$ cat config.mk
export PLATFORM = sky130hd
export DESIGN_NAME = cv_bg_tile_fetch
export DESIGN_NICKNAME = d
export VERILOG_FILES = /design/src/rtl/cv_bg_tile_fetch.sv
export SDC_FILE = /design/constraint.sdc
export NUM_CORES = 1
export LEC_CHECK = 0
export BUFFER_PORTS_ARGS = -buffer_cell sky130_fd_sc_hd__buf_2
export CELL_PAD_IN_SITES_DETAIL_PLACEMENT = 1
export CELL_PAD_IN_SITES_GLOBAL_PLACEMENT = 2
export CORE_MARGIN = 4
export CORE_UTILIZATION = 38
export CTS_BUF_LIST = sky130_fd_sc_hd__clkbuf_8
export DETAILED_ROUTE_END_ITERATION = 8
export PLACE_DENSITY_LB_ADDON = 0.25
export SKIP_LAST_GASP = 1
export SLEW_MARGIN = 10
export SYNTH_ARGS = -nofsm -noshare
export SYNTH_HDL_FRONTEND = slang
export SYNTH_SLANG_ARGS = --single-unit
export TNS_END_PERCENT = 10
$ cat constraint.sdc
create_clock -name clk -period 5.4 [get_ports clk]
set_input_delay 0.81 -clock clk [delete_from_list [all_inputs] [get_ports clk]]
set_output_delay 0.81 -clock clk [all_outputs]
set_load 0.02 [all_outputs]
$ cat src/rtl/cv_bg_tile_fetch.sv
// cv_bg_tile_fetch: per-scanline BG tile-map fetch sequencer feeding a 2-entry skid FIFO.
// Optional sticky line_start-while-busy flag enabled by CV_BG_FETCH_OVERRUN_EN.
module cv_bg_tile_fetch #(
   parameter int TILES  = 33,
   parameter int LINE_W = 9
) (
   input  logic              clk,
   input  logic              reset,
   input  logic              line_start,
   input  logic [LINE_W-1:0] line,
   input  logic [9:0]        r_xoffset,
   input  logic [9:0]        r_yoffset,
   output logic [13:0]       t_addr,
   output logic              t_ren,
   input  logic [9:0]        t_dout,
   output logic              o_valid,
   input  logic              o_ready,
   output logic [9:0]        o_tile,
   output logic              o_last,
   output logic [2:0]        o_fine_x,
   output logic [2:0]        o_fine_y,
   output logic              busy,
   output logic              o_overrun
);
   typedef enum logic [1:0] {IDLE, FETCH, DRAIN} state_t;
   state_t      state;
   logic [9:0]  xs, ys, ys_next;
   logic [6:0]  c;
   logic        inflight, inflight_last, pop, last_col, rd_ptr, wr_ptr;
   logic [1:0]  count;
   logic [2:0]  occ;
   logic [10:0] mem [2];
   assign ys_next  = 10'(line) + r_yoffset;
   assign o_valid  = count != 2'd0;
   assign pop      = o_valid & o_ready;
   // occupancy as it will stand after this cycle's pop and the pending capture
   assign occ      = {1'b0, count} + {2'b0, inflight} - {2'b0, pop};
   assign t_ren    = state == FETCH && occ < 3'd2;
   assign last_col = c == 7'(TILES - 1);
   assign t_addr   = {ys[9:3], 7'(xs[9:3] + c)};
   assign o_tile   = mem[rd_ptr][9:0];
   assign o_last   = mem[rd_ptr][10];
   always_ff @(posedge clk or posedge reset) begin
      if (reset) begin
         state         <= IDLE;
         xs            <= '0;
         ys            <= '0;
         c             <= '0;
         inflight      <= 1'b0;
         inflight_last <= 1'b0;
         rd_ptr        <= 1'b0;
         wr_ptr        <= 1'b0;
         count         <= '0;
         busy          <= 1'b0;
         o_fine_x      <= '0;
         o_fine_y      <= '0;
         mem[0]        <= '0;
         mem[1]        <= '0;
      end else if (line_start) begin
         state    <= FETCH;
         xs       <= r_xoffset;
         ys       <= ys_next;
         c        <= '0;
         inflight <= 1'b0;
         rd_ptr   <= 1'b0;
         wr_ptr   <= 1'b0;
         count    <= '0;
         busy     <= 1'b1;
         o_fine_x <= r_xoffset[2:0];
         o_fine_y <= ys_next[2:0];
      end else begin
         inflight      <= t_ren;
         inflight_last <= last_col;
         count         <= occ[1:0];
         if (t_ren) begin
            c <= c + 7'd1;
            if (last_col) state <= DRAIN;
         end
         if (inflight) begin
            mem[wr_ptr] <= {inflight_last, t_dout};
            wr_ptr      <= ~wr_ptr;
         end
         if (pop) rd_ptr <= ~rd_ptr;
         if (state == DRAIN && !inflight && occ == 3'd0) begin
            state <= IDLE;
            busy  <= 1'b0;
         end
      end
   end
`ifdef CV_BG_FETCH_OVERRUN_EN
   always_ff @(posedge clk or posedge reset) begin
      if (reset) o_overrun <= 1'b0;
      else if (line_start && busy) o_overrun <= 1'b1;
   end
`else
   assign o_overrun = 1'b0;
`endif
endmodule

==> flow_summary.toml <==
[power_and_ir_drop]
clkPwrFrac = 0.250
seq_power_share = 0.352
p_total_w = 0.001817
pwr-share-comb = 0.398
max-vdd-ir-drop_v = 0.0001582
power.leakage_nw = 1.801
p_int_w = 0.001151
swShare = 0.3668
p_sw_w = 0.0006666
p_per_area_nw_per_um2 = 479.1

[route]
drc = 0
top_layer = "met4"
wl_per_cell_um = 15.03
drt-total-wl_um = 6779
wl_met3_um = 301
drt-pass1-iter-count = 4
antenna_left = 0
wl_met2_um = 3326
dr_total_vias = 2243
vias_per_cell = 4.973
wl_met1_um = 3059
drt_iter0_markers = 34

[synth]
synth_warnings = 0
synth-seq-area-share = 0.4670
synth-edff-count = 0
syn_nets = 332
netlist_instances = 267
syn_area_per_cell_um2 = 11.64
synth_cell_type_count = 44
yosys_register_bits = 58
synth_area_leaders = "dfrtp_1 (47%), mux2_2 (17%), ha_1 (7.6%)"
synth_flop_cell = "dfrtp_1"
syn-cell-area_um2 = 3108
yosysTopAreaCell = "dfrtp_1"
yosysTopAreaCellShare = 0.4670
async_flop_share = 1.000

[timing]
skew_ps = 7.206
fin_setup_tns_ps = 0
fmax_ghz = 0.2639
worstMarginPinSlew_ps = 938.6
fin_crit_sh = 0.7017
finalSetupViolCount = 0
relSlewSlack = 0.3715
rsz0062_at_grt = "false"
hold_viol = 0
slew_violations = 0
min_period_ps = 3789

[place]
hpwl_um = 5043
place_congestion = 0.7395
dpl.cell_count = 435
numPortBuffers = 76

[cts]
cts_made_buffers = 9
cts_sinks = 58
clock_latency_ps = 330
cts_setup_buffers = 0
clk_pin_slew_ps = 70
cts.repair.resized = 0
root_buffer = "clkbuf_8"
cts-htree-levels = 3
cts_tree = "done"
cts_hold_buf = 0
clockBufferDepth = 2

[cells_and_area]
drive_gt1_frac = 0.4327
nNetsFinal = 409
layout_commonest_cell = "buf_2"
seq_area_um2 = 1451
n_fill_cell = 904
finalNonFillerCells = 451
areaGrowthSynthToFinish_pct = 22.06
multi_input_area_um2 = 1540
antenna_cells = 0
layout_common_cells = "buf_2 (76), dfrtp_1 (58), mux2_2 (47)"

[worst_setup_path]
cp-start-kind = "flop"
crit_fanout = 8
crit_required_ps = 4590
criticalPathCategory = "flop to output port"
critPathTopFamily = "adder cells"
path_buf_inv = 4
r2r_cells = 13
cp_slowest_cell = "dfrtp_1"
cp_slowest_stage_delay_ps = 420
arrival_ps = 2980
endpoint_kind = "output port"
timing.critical_path.cells = "or2_2, and2_1, ha_1, inv_1, ha_1, inv_1, fa_1, xnor2_1, nand4b_2, inv_2, buf_2"
critical_path_depth = 11

[floorplan]
core.rowCount = 32
dieArea_um2 = 9689
die_h_um = 98.44
io_pins = 78
die_w_um = 98.44
core_area_um2 = 7848
initial_core_util = 0.3960

[global_route]
antenna_found_initial = 0
grt_pass1_vias = 2403
grt_first_pass_wirelength_um = 11670
grt_usage = 0.1495
overflow = 0
grt_max_degree = 46

[run_status]
status = "finished clean"

[hold_path]
hp-class = "input port to async pin"

[flow_run]
drv_cap = 0
## kinds of logic after synthesis
logic type / share of synthesized area
flops: 0.4670
compound gates: 0.08012
other cells: 0.001207
mux: 0.1751
xor+xnor: 0.05354
simple gates: 0.08817
fa+ha+maj: 0.09581
buf+inv: 0.03905
## Yosys cell counts (2+ instances only)
cell	instances
and2_1	2
ha_1	19
clkbuf_1	2
a21oi_1	8
a211oi_1	3
fa_1	3
nor4_1	2
a21o_1	2
nor3_2	2
nor2b_1	2
nor2_1	19
nand4_1	5
nand2_1	13
dfrtp_1	58
inv_1	15
o21ai_0	12
nand3_1	4
mux2_2	47
xnor2_1	16
xor2_1	3
buf_4	4
buf_2	4
## state kept, by name (all words and copies together) (netlist names)
| name | count |
|---|---|
| mem | 22 |
| xs | 8 |
| ys | 8 |
| c | 7 |
| count | 2 |
| o_fine_x | 2 |
| o_fine_y | 2 |
| state | 2 |
| busy | 1 |
| inflight | 1 |
| inflight_last | 1 |
| rd_ptr | 1 |
| wr_ptr | 1 |
## power groups by stage
stage	registers (W)	logic, W	clock network (W)
after floorplan	0.000636	0.000531	0
after global placement	0.000639	0.000715	0
after detailed placement	0.000650	0.000736	0
after CTS	0.000643	0.000740	0.000469
after global routing	0.000658	0.000795	0.000495
final	0.000640	0.000723	0.000455
## worst register-to-register path, cell delays in order, from the launching register on
cell	delay (ps)
dfrtp_1	420
or2_2	290
and2_1	180
ha_1	270
inv_1	60
ha_1	130
inv_1	40
fa_1	380
xnor2_1	230
nand4b_2	280
inv_2	180
nand4_1	120
xor2_1	150
nor2_1	50
## layer usage
layer,GRT usage,vias to the layer above
met4,0.05987,0
met2,0.2408,54
met3,0.03751,7
met5,0,-
met1,0.1935,1091
li1,-,1091
## metrics by stage
| step | hold WS (ps) | util | cell area [µm²] | setup slack [ps] |
|---|---|---|---|---|
| final | 420.7 | 0.4834 | 3794 | 1611 |
| after global routing | 421.1 | 0.4834 | 3794 | 1416 |
| after CTS | 417.0 | 0.4834 | 3794 | 1549 |
| after detailed placement | 482.7 | 0.4546 | 3567 | 1734 |
| after global placement | 472.3 | 0.4546 | 3567 | 1784 |
| after floorplan | 465.1 | - | 3108 | 2159 |
## layout make-up
class / instances / area share
timing repair buffer: 77 / 0.1022
clock inverter: 6 / 0.02342
multi-input combinational: 182 / 0.4060
sequential: 58 / 0.3826
inverter: 16 / 0.01583
tap: 102 / 0.03364
clock buffer: 10 / 0.03628
## worst paths after layout
kind / from / endpoint / slack, ps
worst max-delay path: count[1]$_DFF_PP0_ / t_ren / 1610
worst max register to register: count[1]$_DFF_PP0_ / c[3]$_DFFE_PP0P_ / 2460
min in group clk: busy$_DFFE_PP0N_ / busy$_DFFE_PP0N_ / 490
worst min register to register: busy$_DFFE_PP0N_ / busy$_DFFE_PP0N_ / 490
worst min-delay path: reset / xs[2]$_DFFE_PP0P_ / 420
max in group asynchronous: reset / wr_ptr$_DFFE_PP0P_ / 4090
Note: power is estimated with default switching activity, not from simulation.
